==> config.mk <==
export PLATFORM = sky130hd
export DESIGN_NAME = cpu_sequencer
export DESIGN_NICKNAME = d
export VERILOG_FILES = /design/src/rtl/cpu_pkg.sv /design/src/rtl/regref_decode.sv /design/src/rtl/cpu_sequencer.sv
export SDC_FILE = /design/constraint.sdc
export NUM_CORES = 1
export LEC_CHECK = 0
export CELL_PAD_IN_SITES_DETAIL_PLACEMENT = 2
export CELL_PAD_IN_SITES_GLOBAL_PLACEMENT = 2
export CORE_MARGIN = 1
export CORE_UTILIZATION = 33
export DETAILED_ROUTE_END_ITERATION = 8
export GPL_TIMING_DRIVEN = 0
export PLACE_DENSITY_LB_ADDON = 0.1
export SKIP_LAST_GASP = 1
export SLEW_MARGIN = 10
export SYNTH_ARGS = -nofsm -noshare
export SYNTH_HDL_FRONTEND = slang
export SYNTH_HIERARCHICAL = 1
export SYNTH_SLANG_ARGS = --single-unit
==> constraint.sdc <==
create_clock -name clk -period 8.9 [get_ports clk]
set_input_delay 0.89 -clock clk [delete_from_list [all_inputs] [get_ports clk]]
set_output_delay 0.89 -clock clk [all_outputs]
set_load 0.02 [all_outputs]
==> src/rtl/cpu_pkg.sv <==
// Shared types and constants for the accumulator CPU sequencer.
package cpu_pkg;

    // Sequencer states; the encoding is visible on o_state for debug.
    typedef enum logic [3:0] {
        ST_IDLE     = 4'd0,
        ST_FETCH    = 4'd1,
        ST_DECODE   = 4'd2,
        ST_INDIRECT = 4'd3,
        ST_EXEC_RD  = 4'd4,
        ST_EXEC_OP  = 4'd5,
        ST_EXEC_WR  = 4'd6,
        ST_EXEC_REG = 4'd7,
        ST_INTR     = 4'd8,
        ST_HALT     = 4'd9
    } state_e;

    // Operation codes presented to the accumulator/E datapath.
    typedef enum logic [3:0] {
        OP_NOP = 4'd0,
        OP_AND = 4'd1,
        OP_ADD = 4'd2,
        OP_LDA = 4'd3,
        OP_CLA = 4'd4,
        OP_CLE = 4'd5,
        OP_CMA = 4'd6,
        OP_CME = 4'd7,
        OP_CIR = 4'd8,
        OP_CIL = 4'd9,
        OP_INC = 4'd10
    } op_code_e;

    // Conditional skips of the register-reference group.
    typedef enum logic [2:0] {
        SKIP_NONE = 3'd0,
        SKIP_SPA  = 3'd1,
        SKIP_SNA  = 3'd2,
        SKIP_SZA  = 3'd3,
        SKIP_SZE  = 3'd4
    } skip_e;

    // Memory-reference opcodes (ir[DWIDTH-2:DWIDTH-4]); 7 selects reg/IO.
    localparam logic [2:0] MOP_AND = 3'd0;
    localparam logic [2:0] MOP_ADD = 3'd1;
    localparam logic [2:0] MOP_LDA = 3'd2;
    localparam logic [2:0] MOP_STA = 3'd3;
    localparam logic [2:0] MOP_BUN = 3'd4;
    localparam logic [2:0] MOP_BSA = 3'd5;
    localparam logic [2:0] MOP_ISZ = 3'd6;
    localparam logic [2:0] MOP_REG = 3'd7;

    // Decoded register-reference / IO instruction.
    typedef struct packed {
        op_code_e op;
        skip_e    skip;
        logic     hlt;
        logic     ion;
        logic     iof;
    } regref_t;

    // Keep only the most significant set bit, so multi-bit words run one micro-op.
    function automatic logic [11:0] msb_onehot(input logic [11:0] v);
        logic [11:0] r;
        r = '0;
        for (int i = 0; i < 12; i++) begin
            if (v[i]) begin
                r    = '0;
                r[i] = 1'b1;
            end
        end
        return r;
    endfunction

endpackage

==> src/rtl/regref_decode.sv <==
// Combinational priority decoder for register-reference and IO instructions.
module regref_decode
    import cpu_pkg::*;
(
    input  logic [11:0] reg_bits_i,
    input  logic        io_i,
    output regref_t     dec_o
);

    logic [11:0] sel;

    // Highest set bit wins; IO words only recognise ION/IOF.
    always_comb begin
        sel        = msb_onehot(reg_bits_i);
        dec_o.op   = OP_NOP;
        dec_o.skip = SKIP_NONE;
        dec_o.hlt  = 1'b0;
        dec_o.ion  = 1'b0;
        dec_o.iof  = 1'b0;
        if (io_i) begin
            dec_o.ion = sel[7];
            dec_o.iof = sel[6];
        end else begin
            unique case (sel)
                12'h800: dec_o.op   = OP_CLA;
                12'h400: dec_o.op   = OP_CLE;
                12'h200: dec_o.op   = OP_CMA;
                12'h100: dec_o.op   = OP_CME;
                12'h080: dec_o.op   = OP_CIR;
                12'h040: dec_o.op   = OP_CIL;
                12'h020: dec_o.op   = OP_INC;
                12'h010: dec_o.skip = SKIP_SPA;
                12'h008: dec_o.skip = SKIP_SNA;
                12'h004: dec_o.skip = SKIP_SZA;
                12'h002: dec_o.skip = SKIP_SZE;
                12'h001: dec_o.hlt  = 1'b1;
                default: ;
            endcase
        end
    end

endmodule

==> src/rtl/cpu_sequencer.sv <==
// Instruction sequencer: fetch/indirect/execute/interrupt control for the
// accumulator CPU, with a req/ack memory port and datapath op strobes.
module cpu_sequencer
    import cpu_pkg::*;
#(
    parameter int DWIDTH = 16,
    parameter int AWIDTH = 12,
    parameter int INT_EN = 1
) (
    input  logic              clk,
    input  logic              reset_n,
    input  logic              i_run,
    output logic              o_mem_req,
    output logic              o_mem_we,
    output logic [AWIDTH-1:0] o_mem_addr,
    output logic [DWIDTH-1:0] o_mem_wdata,
    input  logic              i_mem_ack,
    input  logic [DWIDTH-1:0] i_mem_rdata,
    input  logic [DWIDTH-1:0] i_ac,
    input  logic              i_e,
    input  logic              i_irq,
    output logic              o_op_valid,
    output logic [3:0]        o_op_code,
    output logic [DWIDTH-1:0] o_operand,
    output logic [AWIDTH-1:0] o_pc,
    output logic [DWIDTH-1:0] o_ir,
    output logic              o_ien,
    output logic              o_halted,
    output logic [3:0]        o_state
);

    state_e            state_q, state_d;
    logic [AWIDTH-1:0] pc_q, pc_d;
    logic [AWIDTH-1:0] ar_q, ar_d;
    logic [DWIDTH-1:0] ir_q, ir_d;
    logic              ien_q, ien_d;
    logic [DWIDTH-1:0] operand_q, operand_d;
    logic [DWIDTH-1:0] wdata_q, wdata_d;

    logic              ind_bit;
    logic [2:0]        opc;
    logic [AWIDTH-1:0] ir_addr;
    logic [AWIDTH-1:0] rd_addr;
    logic [AWIDTH-1:0] tgt;
    logic [DWIDTH-1:0] pc_ext;
    logic              mem_done;
    logic              dispatch;
    logic              instr_end;
    logic              skip_hit;
    regref_t           rr;

    assign ind_bit  = ir_q[DWIDTH-1];
    assign opc      = ir_q[DWIDTH-2:DWIDTH-4];
    assign ir_addr  = ir_q[AWIDTH-1:0];
    assign rd_addr  = i_mem_rdata[AWIDTH-1:0];
    assign pc_ext   = {{(DWIDTH-AWIDTH){1'b0}}, pc_q};
    assign mem_done = o_mem_req && i_mem_ack;

    regref_decode u_regref_decode (
        .reg_bits_i (ir_q[11:0]),
        .io_i       (ind_bit),
        .dec_o      (rr)
    );

    // Skip condition for the decoded register-reference test.
    always_comb begin
        skip_hit = 1'b0;
        unique case (rr.skip)
            SKIP_SPA: skip_hit = ~i_ac[DWIDTH-1];
            SKIP_SNA: skip_hit = i_ac[DWIDTH-1];
            SKIP_SZA: skip_hit = (i_ac == '0);
            SKIP_SZE: skip_hit = ~i_e;
            default:  skip_hit = 1'b0;
        endcase
    end

    // Next-state and architectural register updates.
    always_comb begin
        state_d   = state_q;
        pc_d      = pc_q;
        ar_d      = ar_q;
        ir_d      = ir_q;
        ien_d     = ien_q;
        operand_d = operand_q;
        wdata_d   = wdata_q;
        dispatch  = 1'b0;
        instr_end = 1'b0;
        tgt       = ir_addr;

        unique case (state_q)
            ST_IDLE: begin
                if (i_run) state_d = ST_FETCH;
            end
            ST_FETCH: begin
                if (mem_done) begin
                    ir_d    = i_mem_rdata;
                    pc_d    = pc_q + AWIDTH'(1);
                    state_d = ST_DECODE;
                end
            end
            ST_DECODE: begin
                ar_d = ir_addr;
                if (opc == MOP_REG) begin
                    state_d = ST_EXEC_REG;
                end else if (ind_bit) begin
                    state_d = ST_INDIRECT;
                end else begin
                    dispatch = 1'b1;
                    tgt      = ir_addr;
                end
            end
            ST_INDIRECT: begin
                if (mem_done) begin
                    ar_d     = rd_addr;
                    dispatch = 1'b1;
                    tgt      = rd_addr;
                end
            end
            ST_EXEC_RD: begin
                if (mem_done) begin
                    if (opc == MOP_ISZ) begin
                        wdata_d = i_mem_rdata + DWIDTH'(1);
                        state_d = ST_EXEC_WR;
                    end else begin
                        operand_d = i_mem_rdata;
                        state_d   = ST_EXEC_OP;
                    end
                end
            end
            ST_EXEC_OP: begin
                instr_end = 1'b1;
            end
            ST_EXEC_WR: begin
                if (mem_done) begin
                    if (opc == MOP_BSA) begin
                        pc_d = ar_q + AWIDTH'(1);
                    end else if ((opc == MOP_ISZ) && (wdata_q == '0)) begin
                        pc_d = pc_q + AWIDTH'(1);
                    end
                    instr_end = 1'b1;
                end
            end
            ST_EXEC_REG: begin
                if (ind_bit) begin
                    if (rr.ion) ien_d = 1'b1;
                    if (rr.iof) ien_d = 1'b0;
                    instr_end = 1'b1;
                end else if (rr.hlt) begin
                    state_d = ST_HALT;
                end else begin
                    if (skip_hit) pc_d = pc_q + AWIDTH'(1);
                    instr_end = 1'b1;
                end
            end
            ST_INTR: begin
                if (mem_done) begin
                    pc_d    = AWIDTH'(1);
                    ien_d   = 1'b0;
                    state_d = ST_FETCH;
                end
            end
            ST_HALT: begin
                if (!i_run) state_d = ST_IDLE;
            end
            default: state_d = ST_IDLE;
        endcase

        // Memory-reference dispatch once the effective address is known.
        if (dispatch) begin
            unique case (opc)
                MOP_AND, MOP_ADD, MOP_LDA, MOP_ISZ: state_d = ST_EXEC_RD;
                MOP_STA: begin
                    wdata_d = i_ac;
                    state_d = ST_EXEC_WR;
                end
                MOP_BSA: begin
                    wdata_d = pc_ext;
                    state_d = ST_EXEC_WR;
                end
                MOP_BUN: begin
                    pc_d      = tgt;
                    instr_end = 1'b1;
                end
                default: state_d = ST_EXEC_REG;
            endcase
        end

        if (INT_EN == 0) ien_d = 1'b0;

        // The interrupt request is only looked at on the instruction end edge.
        if (instr_end) begin
            state_d = ((INT_EN != 0) && ien_d && i_irq) ? ST_INTR : ST_FETCH;
        end
    end

    // State and architectural registers.
    always_ff @(posedge clk or negedge reset_n) begin
        if (!reset_n) begin
            state_q   <= ST_IDLE;
            pc_q      <= '0;
            ar_q      <= '0;
            ir_q      <= '0;
            ien_q     <= 1'b0;
            operand_q <= '0;
            wdata_q   <= '0;
        end else begin
            state_q   <= state_d;
            pc_q      <= pc_d;
            ar_q      <= ar_d;
            ir_q      <= ir_d;
            ien_q     <= ien_d;
            operand_q <= operand_d;
            wdata_q   <= wdata_d;
        end
    end

    // Memory port and op strobe, decoded from registered state only.
    always_comb begin
        o_mem_req   = 1'b0;
        o_mem_we    = 1'b0;
        o_mem_addr  = '0;
        o_mem_wdata = '0;
        o_op_valid  = 1'b0;
        o_op_code   = OP_NOP;
        unique case (state_q)
            ST_FETCH: begin
                o_mem_req  = 1'b1;
                o_mem_addr = pc_q;
            end
            ST_INDIRECT, ST_EXEC_RD: begin
                o_mem_req  = 1'b1;
                o_mem_addr = ar_q;
            end
            ST_EXEC_WR: begin
                o_mem_req   = 1'b1;
                o_mem_we    = 1'b1;
                o_mem_addr  = ar_q;
                o_mem_wdata = wdata_q;
            end
            ST_INTR: begin
                o_mem_req   = 1'b1;
                o_mem_we    = 1'b1;
                o_mem_addr  = '0;
                o_mem_wdata = pc_ext;
            end
            ST_EXEC_OP: begin
                o_op_valid = 1'b1;
                if (opc == MOP_AND)      o_op_code = OP_AND;
                else if (opc == MOP_ADD) o_op_code = OP_ADD;
                else                     o_op_code = OP_LDA;
            end
            ST_EXEC_REG: begin
                if (!ind_bit && (rr.op != OP_NOP)) begin
                    o_op_valid = 1'b1;
                    o_op_code  = rr.op;
                end
            end
            default: ;
        endcase
    end

    assign o_operand = operand_q;
    assign o_pc      = pc_q;
    assign o_ir      = ir_q;
    assign o_ien     = ien_q;
    assign o_halted  = (state_q == ST_HALT);
    assign o_state   = state_q;

endmodule

==> impl_metrics.tcl, run 1 <==
set metrics [dict create \
    outcome "finished, final reports clean" \
    width_of_the_die_um 135 \
    detail_route.wl_per_cell_um 27.2 \
    dp.final_hpwl_mm 21.8 \
    synth_area_per_cell_um2 8.41 \
    report.final.setup_viol 0 \
    timing_worst_slew_pin_value_ns 1.27 \
    syn-cell-area_mm2 0.00581 \
    power.share.switching_pct 50.2 \
    cts.clk_slew.worst_paths_ns 0.07 \
    drt_pass1_iterations 4 \
    gp_congestion 0.923 \
    synth_top_cell_by_area "dfrtp_1" \
    synthesis.instances 691 \
    placedInstanceArea_mm2 0.00728 \
    layout.cell_area.non_filler_mm2 0.00756 \
    final_cell_count_without_fillers 1049 \
    peakVddDrop_v 0.000166 \
    post_route_cells_drive_above_1_share_pct 9.83 \
    worst-endpoint-required_ns 8.01 \
    timing.clock.skew_ns 0.0157 \
    synth-warning-count 6 \
    timing.setup.critical_path_class "reg2out" \
    cts_tree "done" \
    fin_nets 861 \
    multiInputGateArea_mm2 0.00362 \
    power.density_mw_per_mm2 356 \
    rsz0062_at_grt "false" \
    cts_num_sinks 77 \
    tns_ns 0 \
    post_syn_nets 733 \
    power_leakage_nw 2.85 \
    fill_cells 1956 \
    ff_latch_area_mm2 0.00193 \
    placement.io_buffers 116 \
    maxClockFrequency_mhz 215 \
    antenna_left 0 \
    ys_types 74 \
    synth_async_sr_flop_share_pct 100 \
    hold_buffers 0 \
    clk_root_buffer_cell "clkbuf_16" \
    gr-usage-all-layers_pct 31.9 \
    timing.critical_path.buf_inv 3 \
    grt_remaining_overflow 0 \
    clock_power_share_pct 13.6 \
    post-route-util_pct 43.9 \
    synth_enable_flop_cells 0 \
    timing_max_transition_violations_final 0 \
    placedCellCount 1033 \
    grt_pass1_vias 6957 \
    cpMaxStageDelayCell "nor3_1" \
    pin_count 123 \
    timing.slew.headroom_pct 14.8 \
    timing.final.crit_period_ns 4.65 \
    start_util_pct 33.7 \
    number_of_antenna_violations_at_the_first_check_in_global_routing 1 \
    final_common_cell "clkdlybuf4s50_1" \
    worst_setup_path_start_kind "flop" \
    ys_seq_area_share_pct 33.1 \
    critical_path_fanouts_max 10 \
    vias 6455 \
    yosysTopAreaCellShare_pct 33.1 \
    routed_wl_mm 28.5 \
    cts_inserted_buffers 9 \
    cpLargestDelayFamily "buffers and inverters" \
    fin_hold_ws_ns 0.485 \
    die_h_um 135 \
    cell_internal_pwr_mw 1.34 \
    period_share_pct 52.2 \
    clk_latency_ns 0.35 \
    layout.cells.most_common_list "clkdlybuf4s50_1 (115), dfrtp_1 (77), nand2_1 (72)" \
    synth_top_cells_by_area "dfrtp_1 (33%), mux2_2 (6.2%), o21ai_0 (4.9%), nand2_1 (4.6%), a22o_1 (3.3%)" \
    die_area_mm2 0.0182 \
    worst_ep_arrival_ns 3.76 \
    first_pass_grt_wire_length_mm 42.9 \
    flip_flop_and_latch_count_after_synthesis 77 \
    max_stage_delay_ns 1.01 \
    drv_cap 0 \
    combinationalPowerShare_pct 58.5 \
    timing.critical_path.cells "buf_2 > nand2b_1 > nor3_1 > clkbuf_1 > a22o_1 > clkdlybuf4s50_1" \
    dominantRegCellSynth "dfrtp_1" \
    std_cell_rows 48 \
    drc 0 \
    clock_path_buffers 2 \
    hold_class "in2async" \
    cts_post_setup_buffers_inserted 0 \
    hold_fails_final_rpt 0 \
    core_box_area_mm2 0.0172 \
    route.detailed.vias_per_inst 6.15 \
    critPathCaptureType "primary output" \
    post_cts_resized 0 \
    power.switching_mw 1.35 \
    area.growth.synth_to_final_pct 30.1 \
    diodes 0 \
    drt_iter0_markers 361 \
    power.share.sequential_pct 27.9 \
    htree_levels 3 \
    grt_max_degree 49 \
]
[path summary, 6_finish.rpt]
| path | from | end | slack (ns) | depth (start not counted) |
|---|---|---|---|---|
| min | reset_n | o_pc[9] | 0.49 | 1 |
| min reg2reg | o_operand[15] | o_operand[15] | 0.52 | 1 |
| max in group asynchronous | reset_n | o_ir[14] | 7.77 | 2 |
| max reg2reg | o_ir[6] | o_pc[1] | 4.51 | 9 |
| max | o_state[3] | o_mem_wdata[2] | 4.25 | 6 |
| min in group clk | o_operand[15] | o_operand[15] | 0.52 | 1 |
[power by group through the flow]
stage               clock [mW]  sequential [mW]  combinational (mW)
floorplan                    0            0.789               0.779
global placement             0            0.735                1.50
detailed placement           0            0.748                1.55
CTS                      0.368            0.744                1.56
global route             0.381            0.770                1.67
finish                   0.367            0.750                1.58
[Yosys cell counts (6+ instances only)]
library cell  count
nor2b_1           7
nand3_1          29
mux2_2           32
nand2b_1          8
o21ai_1          11
and3_1           18
buf_2            13
inv_1            10
clkbuf_1         33
o22ai_1           6
nand4_1           6
a32oi_1           7
o21ai_0          57
a22oi_1          16
dfrtp_1          77
nand2_1          72
mux2i_1          18
nor4_1           12
nor2_1           43
a21oi_1          35
a31oi_1           6
xnor2_1          18
xor2_1           13
a22o_1           22
nor3_1           17
[worst reg2reg max path: stages (launching register included)]
cell	delay (ns)
dfrtp_1	0.52
or4_1	0.64
nor4_1	0.88
and4bb_2	0.40
nand4_1	0.10
o41a_1	0.57
nor2_1	0.45
o21bai_1	0.18
a221oi_1	0.35
a22oi_1	0.14
[registers in the layout, indices dropped and copies added, names as in the netlist]
register	count
ar_q	12
o_ien	1
o_ir	16
o_pc	12
o_operand	16
o_state	4
wdata_q	16
[final cells by class]
type	count	share of cell area, %
clock inverter	7	0.728
tap	225	3.72
sequential	77	25.5
buffer	53	2.99
inverter	10	0.496
multi-input combinational	551	47.9
clock buffer	9	2.98
timing repair buffer	117	15.7
[cell families after synthesis]
family	after synthesis	synth area share, %
flops	77	33.1
fa+ha+maj	4	0.861
simple gates	254	23.3
buf+inv	63	4.54
compound gates	212	24.2
xor+xnor	31	4.67
mux	50	9.30
[stage by stage]
step	setup slack, ns	power, mW
floorplan	5.60	1.57
global route	4.22	2.82
finish	4.25	2.69
global placement	3.97	2.23
detailed placement	4.69	2.30
CTS	4.38	2.68
[layer usage]
| metal | vias up | share of wire [%] | GRT usage [%] |
|---|---|---|---|
| met3 | 52 | 4.9 | 4.92 |
| met1 | 3345 | 45 | 42.8 |
| met5 | - | 0 | 0 |
| met4 | 0 | 3.4 | 12.7 |
| met2 | 220 | 46 | 51.4 |
| li1 | 2838 | - | - |
No activity file was read; power rests on OpenSTA's default activity.
==> run 2, diff against run 1 <==
Settings changed: CORE_UTILIZATION 33 to 31.
Clock period 8.9 ns to 4.7 ns, I/O delays scaled along.
==> run 2 against run 1 <==
Compared with the run above: the run now ends with DRC left; clock skew is 0.0038 ns lower; flip-flop and latch count stayed put; global-route usage is 1.9 points lower.
==> impl_metrics.tcl, run 2 (same netlist as run 1, synthesis figures left out) <==
set metrics [dict create \
    power.density_mw_per_mm2 677 \
    dp.final_hpwl_mm 21.9 \
    worst-endpoint-required_ns 4.88 \
    clock_path_buffers 2 \
    worst_setup_path_startpoint "o_ir[6]" \
    timing.setup.critical_path_class "reg2reg" \
    failed_checks "DRC" \
    start_util_pct 32.0 \
    critical_path_fanouts_max 8 \
    drt_pass1_iterations 9 \
    fin_nets 861 \
    hold_class "in2async" \
    placement.io_buffers 116 \
    detail_route.wl_per_cell_um 27.2 \
    fill_cells 2050 \
    number_of_antenna_violations_at_the_first_check_in_global_routing 0 \
    die_area_mm2 0.0193 \
    vias 6445 \
    timing.slew.headroom_pct 13.1 \
    rsz0062_at_grt "false" \
    gp_congestion 0.904 \
    core_box_area_mm2 0.0181 \
    die_h_um 139 \
    drt_iter0_markers 386 \
    post_cts_resized 0 \
    route.detailed.vias_per_inst 6.12 \
    cts_tree "done" \
    std_cell_rows 49 \
    diodes 0 \
    pin_count 123 \
    width_of_the_die_um 139 \
    multiInputGateArea_mm2 0.00362 \
    report.final.setup_viol 0 \
    cts.clk_slew.worst_paths_ns 0.07 \
    hold_fails_final_rpt 0 \
    grt_pass1_vias 6824 \
    worst_setup_path_start_kind "flop" \
    fin_hold_ws_ns 0.0549 \
    clk_root_buffer_cell "clkbuf_16" \
    period_share_pct 92.3 \
    htree_levels 3 \
    routed_length_on_met2_mm 13.2 \
    tns_ns 0 \
    gr-usage-all-layers_pct 30.1 \
    timing.reg2reg.worst_path_depth 9 \
    timing.critical_path.cells "or4_1 > nor4_1 > and4bb_2 > nand4_1 > o41a_1 > nor2_1 > o21bai_1 > a221oi_1 > a22oi_1" \
    highest_layer "met4" \
    wl_met3_mm 1.74 \
    timing.rr.start "o_ir[6]" \
    grt_remaining_overflow 0 \
    post_route_cells_drive_above_1_share_pct 9.71 \
    power_leakage_nw 2.86 \
    ff_latch_area_mm2 0.00193 \
    maxClockFrequency_mhz 231 \
    hold_buffers 0 \
    timing_worst_slew_pin_value_ns 1.29 \
    routed_wl_mm 28.7 \
    timing.critical_path.depth 9 \
    antenna_left 0 \
    cts_num_sinks 77 \
    drc 3 \
    timing.clock.skew_ns 0.0119 \
    cpLargestDelayFamily "simple AND/OR/NAND/NOR gates" \
    timing.final.crit_period_ns 4.34 \
    first_pass_grt_wire_length_mm 43.5 \
    met1_length_mm 13.0 \
    timing_max_transition_violations_final 0 \
    critPathCaptureType "flop" \
    grt_max_degree 49 \
    cts_post_setup_buffers_inserted 0 \
    cts_inserted_buffers 9 \
    final_common_cell "clkdlybuf4s50_1" \
    max_stage_delay_ns 0.82 \
    cpMaxStageDelayCell "nor4_1" \
    drv_cap 0 \
    outcome "complete, but fails checks" \
    worst_ep_arrival_ns 4.51 \
    timing.critical_path.buf_inv 0 \
    peakVddDrop_v 0.000355 \
    layout.cells.most_common_list "clkdlybuf4s50_1 (115), dfrtp_1 (77), nand2_1 (72)" \
    area.growth.synth_to_final_pct 30.5 \
    clk_latency_ns 0.36 \
]
run 2: final timing paths:
kind | to | slack [ns]
max in group asynchronous | o_state[1] | 4.01
hold reg to reg | o_operand[13] | 0.51
setup / recovery | o_pc[1] | 0.36
setup reg to reg | o_pc[1] | 0.36
hold / removal | o_pc[7] | 0.05
min in group clk | o_ir[8] | 0.48
run 2: cell type report:
cell class              count  share of cell area, %
clock buffers              10                   3.02
inverters                  10                  0.495
repair buffers            117                   15.6
clock inverters             6                  0.940
multi-input cells         551                   47.8
plain buffers              53                   2.98
flip-flops and latches     77                   25.4
well taps                 229                   3.78
run 2: power by group:
| part | internal [mW] | switching [mW] |
|---|---|---|
| Sequential | 0.971 | 0.460 |
| Clock | 0.417 | 0.324 |
| Combinational | 1.21 | 1.76 |
run 2: worst reg2reg max path: cells and delay by family (launching register included):
kind	cells	cell delay, ns
compound gates	4	1.23
simple gates	5	2.40
flops	1	0.54
run 2: layer usage:
metal / global-route usage, % / vias up
met5: 0 / -
met4: 10.4 / 0
met3: 5.01 / 42
met2: 48.3 / 240
met1: 40.8 / 3313
li1: - / 2850
run 2: through the flow:
stage / utilization (%) / power, mW / worst slack (ns) / cell area [um2] / instances
after floorplan: - / 2.97 / 1.40 / 5810 / 691
after global placement: 40.0 / 4.24 / 0.104 / 7260 / 1036
after detailed placement: 40.2 / 4.36 / 0.530 / 7290 / 1037
after CTS: 41.8 / 5.11 / 0.491 / 7590 / 1053
after global routing: 41.8 / 5.40 / 0.164 / 7590 / 1053
final: 41.8 / 5.13 / 0.364 / 7590 / 1053
==> run 3, diff against run 2 <==
Settings changed: ABC_AREA from default to 1, CORE_UTILIZATION 31 to 29, CTS_BUF_LIST from default to sky130_fd_sc_hd__clkbuf_2, PLACE_DENSITY_LB_ADDON 0.1 to 0.15.
==> run 3 against run 2 <==
Compared with the run above: the flow still finishes with violations (DRC); synthesized area up 6.7%; maximum frequency up 12%; setup slack better by 0.46 ns; power down 6.9%; die area up 14%; count of clock-buffer cells in the layout up 2; critical path type is now reg2out; critical endpoint is now o_op_code[1].
==> impl_metrics.tcl, run 3 <==
set metrics [dict create \
    yosysTopAreaCellShare_pct 31.0 \
    die_area_mm2 0.0220 \
    placedInstanceArea_mm2 0.00776 \
    synth_area_per_cell_um2 6.35 \
    critPathCaptureType "primary output" \
    p_total_mw 4.78 \
    synth.area.mux_share_pct 0 \
    vias 7444 \
    post_route_cells_drive_above_1_share_pct 7.01 \
    outcome "complete, but fails checks" \
    synth_enable_flop_cells 0 \
    final_common_cell "nand2_1" \
    synth-warning-count 6 \
    ys_seq_area_share_pct 31.0 \
    ff_latch_area_mm2 0.00193 \
    critical_path_fanouts_max 10 \
    flip_flop_and_latch_count_after_synthesis 77 \
    period_share_pct 82.4 \
    worst_setup_path_startpoint "o_state[3]" \
    drc 2 \
    holdCritStartpoint "i_mem_rdata[8]" \
    clk_root_buffer_cell "clkbuf_2" \
    cts_num_sinks 77 \
    report.final.setup_viol 0 \
    timing.rr.start "o_ir[11]" \
    first_pass_grt_wire_length_mm 47.5 \
    synth_async_sr_flop_share_pct 100 \
    drt_pass1_iterations 7 \
    fin_nets 1151 \
    detail_route.wl_per_cell_um 22.3 \
    htree_levels 3 \
    peakVddDrop_v 0.000223 \
    cts_post_setup_buffers_inserted 0 \
    drv_cap 0 \
    power.density_mw_per_mm2 610 \
    timing.final.crit_period_ns 3.87 \
    grt_remaining_overflow 0 \
    largest_family_of_logic_cells_by_synthesized_area "simple AND/OR/NAND/NOR gates" \
    number_of_antenna_violations_at_the_first_check_in_global_routing 1 \
    rsz0062_at_grt "false" \
    timing_worst_slew_pin_value_ns 0.846 \
    layout.cells.most_common_list "nand2_1 (248), inv_1 (128), clkdlybuf4s50_1 (118)" \
    hold_class "in2reg" \
    synth_simple_gate_area_share_pct 37.5 \
    post_synth_fa_ha_maj_area_fraction_pct 0.806 \
    failed_checks "DRC" \
    synth_compound_gate_area_share_pct 18.1 \
    dp.final_hpwl_mm 24.8 \
    synthesis.instances 977 \
    die_h_um 148 \
    cts.clk_slew.worst_paths_ns 0.24 \
    fill_cells 2572 \
    gp_congestion 0.871 \
    clk_latency_ns 0.60 \
    multiInputGateArea_mm2 0.00360 \
    hold_fails_final_rpt 0 \
    std_cell_rows 53 \
    worst_setup_path_start_kind "flop" \
    gr-usage-all-layers_pct 28.9 \
    routed_wl_mm 31.0 \
    worst_ep_arrival_ns 3.40 \
    maxClockFrequency_mhz 258 \
    drt_iter0_markers 270 \
    placement.io_buffers 119 \
    timing.slew.headroom_pct 43.4 \
    cts_tree "done" \
    synth_most_common_cell "nand2_1" \
    area.growth.synth_to_final_pct 26.4 \
    grt_pass1_vias 7798 \
    timing_max_transition_violations_final 0 \
    timing.setup.critical_path_class "reg2out" \
    dominantRegCellSynth "dfrtp_1" \
    post-route-util_pct 37.3 \
    synth_top_cell_by_area "dfrtp_1" \
    synth_xor_xnor_area_share_pct 1.55 \
    timing.clock.skew_ns 0.0577 \
    worst-endpoint-required_ns 4.23 \
    synth_top_cells_by_area "dfrtp_1 (31%), nand2_1 (15%), inv_1 (7.7%), o21ai_0 (7.2%), nor2_1 (7.0%)" \
    tns_ns 0 \
    start_util_pct 29.5 \
    clock_path_buffers 2 \
    route.detailed.vias_per_inst 5.36 \
    core_box_area_mm2 0.0210 \
    post_syn_nets 1019 \
    width_of_the_die_um 148 \
    antenna_left 0 \
    power_leakage_nw 3.67 \
    grt_max_degree 45 \
    syn-cell-area_mm2 0.00621 \
    synth_common_cells "nand2_1 (248), inv_1 (128), nor2_1 (115)" \
    layout.cell_area.non_filler_mm2 0.00785 \
    pin_count 123 \
    cts_inserted_buffers 9 \
    ys_types 46 \
]
run 3: changes by cell type after synthesis, moves of 22 or more:
cell and delta:
a22o_1 -22, inv_1 +118, mux2_2 -32, nand2_1 +176
nand3_1 +53, nor2_1 +72, o211ai_1 +22, o21ai_0 +32
run 3: cells by family after synthesis:
| logic type | count (synthesis) |
|---|---|
| adder cells (fa/ha/maj) | 4 |
| AND/OR/NAND/NOR | 518 |
| AO/OA/AOI/OAI | 197 |
| flip-flops | 77 |
| buffers and inverters | 170 |
| XOR/XNOR | 11 |
run 3: through the flow:
step	cells	worst slack [ns]	hold slack [ns]
4_1_cts	1388	0.809	0.327
2_1_floorplan	977	2.29	0.174
5_1_grt	1389	0.677	0.367
3_3_place_gp	1371	0.0316	0.514
6_report	1389	0.826	0.355
3_5_place_dp	1372	1.36	0.526
run 3: what timing repair did:
action	in CTS	in global routing
resized for setup	0	0
hold endpoints to repair	43	0
hold buffers	1	0
run 3: worst max-delay path: stages (launching register included):
cell	delay (ns)
dfrtp_1	0.53
inv_1	0.09
nand2_1	0.08
nor2_1	0.26
clkbuf_1	0.59
o211ai_1	0.37
o21ai_0	0.27
clkdlybuf4s50_1	0.63
run 3: worst paths after layout:
path	end	slack, ns	cells past startpoint
hold / removal	o_ir[8]	0.36	3
min in group asynchronous	o_pc[8]	0.37	2
hold reg to reg	ar_q[11]	0.57	2
setup reg to reg	o_pc[9]	1.31	16
setup / recovery	o_op_code[1]	0.83	7
max in group asynchronous	ar_q[9]	3.59	3
run 3: cell type report:
| cell class | instances | area share, % |
|---|---|---|
| Antenna cell | 1 | 0.0319 |
| Buffer | 35 | 2.20 |
| Clock buffer | 12 | 0.766 |
| Clock inverter | 3 | 0.175 |
| Inverter | 135 | 6.46 |
| Multi-Input combinational cell | 730 | 45.9 |
| Sequential cell | 77 | 24.6 |
| Tap cell | 275 | 4.39 |
| Timing Repair Buffer | 121 | 15.5 |
run 3: where the power goes:
group	total (mW)	internal, mW	leakage [nW]	switching [mW]
registers	1.34	0.961	0.959	0.383
logic	3.11	1.11	2.65	2.00
clock network	0.331	0.0702	0.0592	0.261
total	4.78	2.14	3.67	2.64
run 3: routing by layer:
| layer | global-route usage [%] | wire (um) |
|---|---|---|
| met2 | 48.5 | 14900 |
| met3 | 2.06 | 1010 |
| met5 | 0 | 0 |
| met4 | 8.76 | 682 |
| met1 | 39.6 | 14400 |
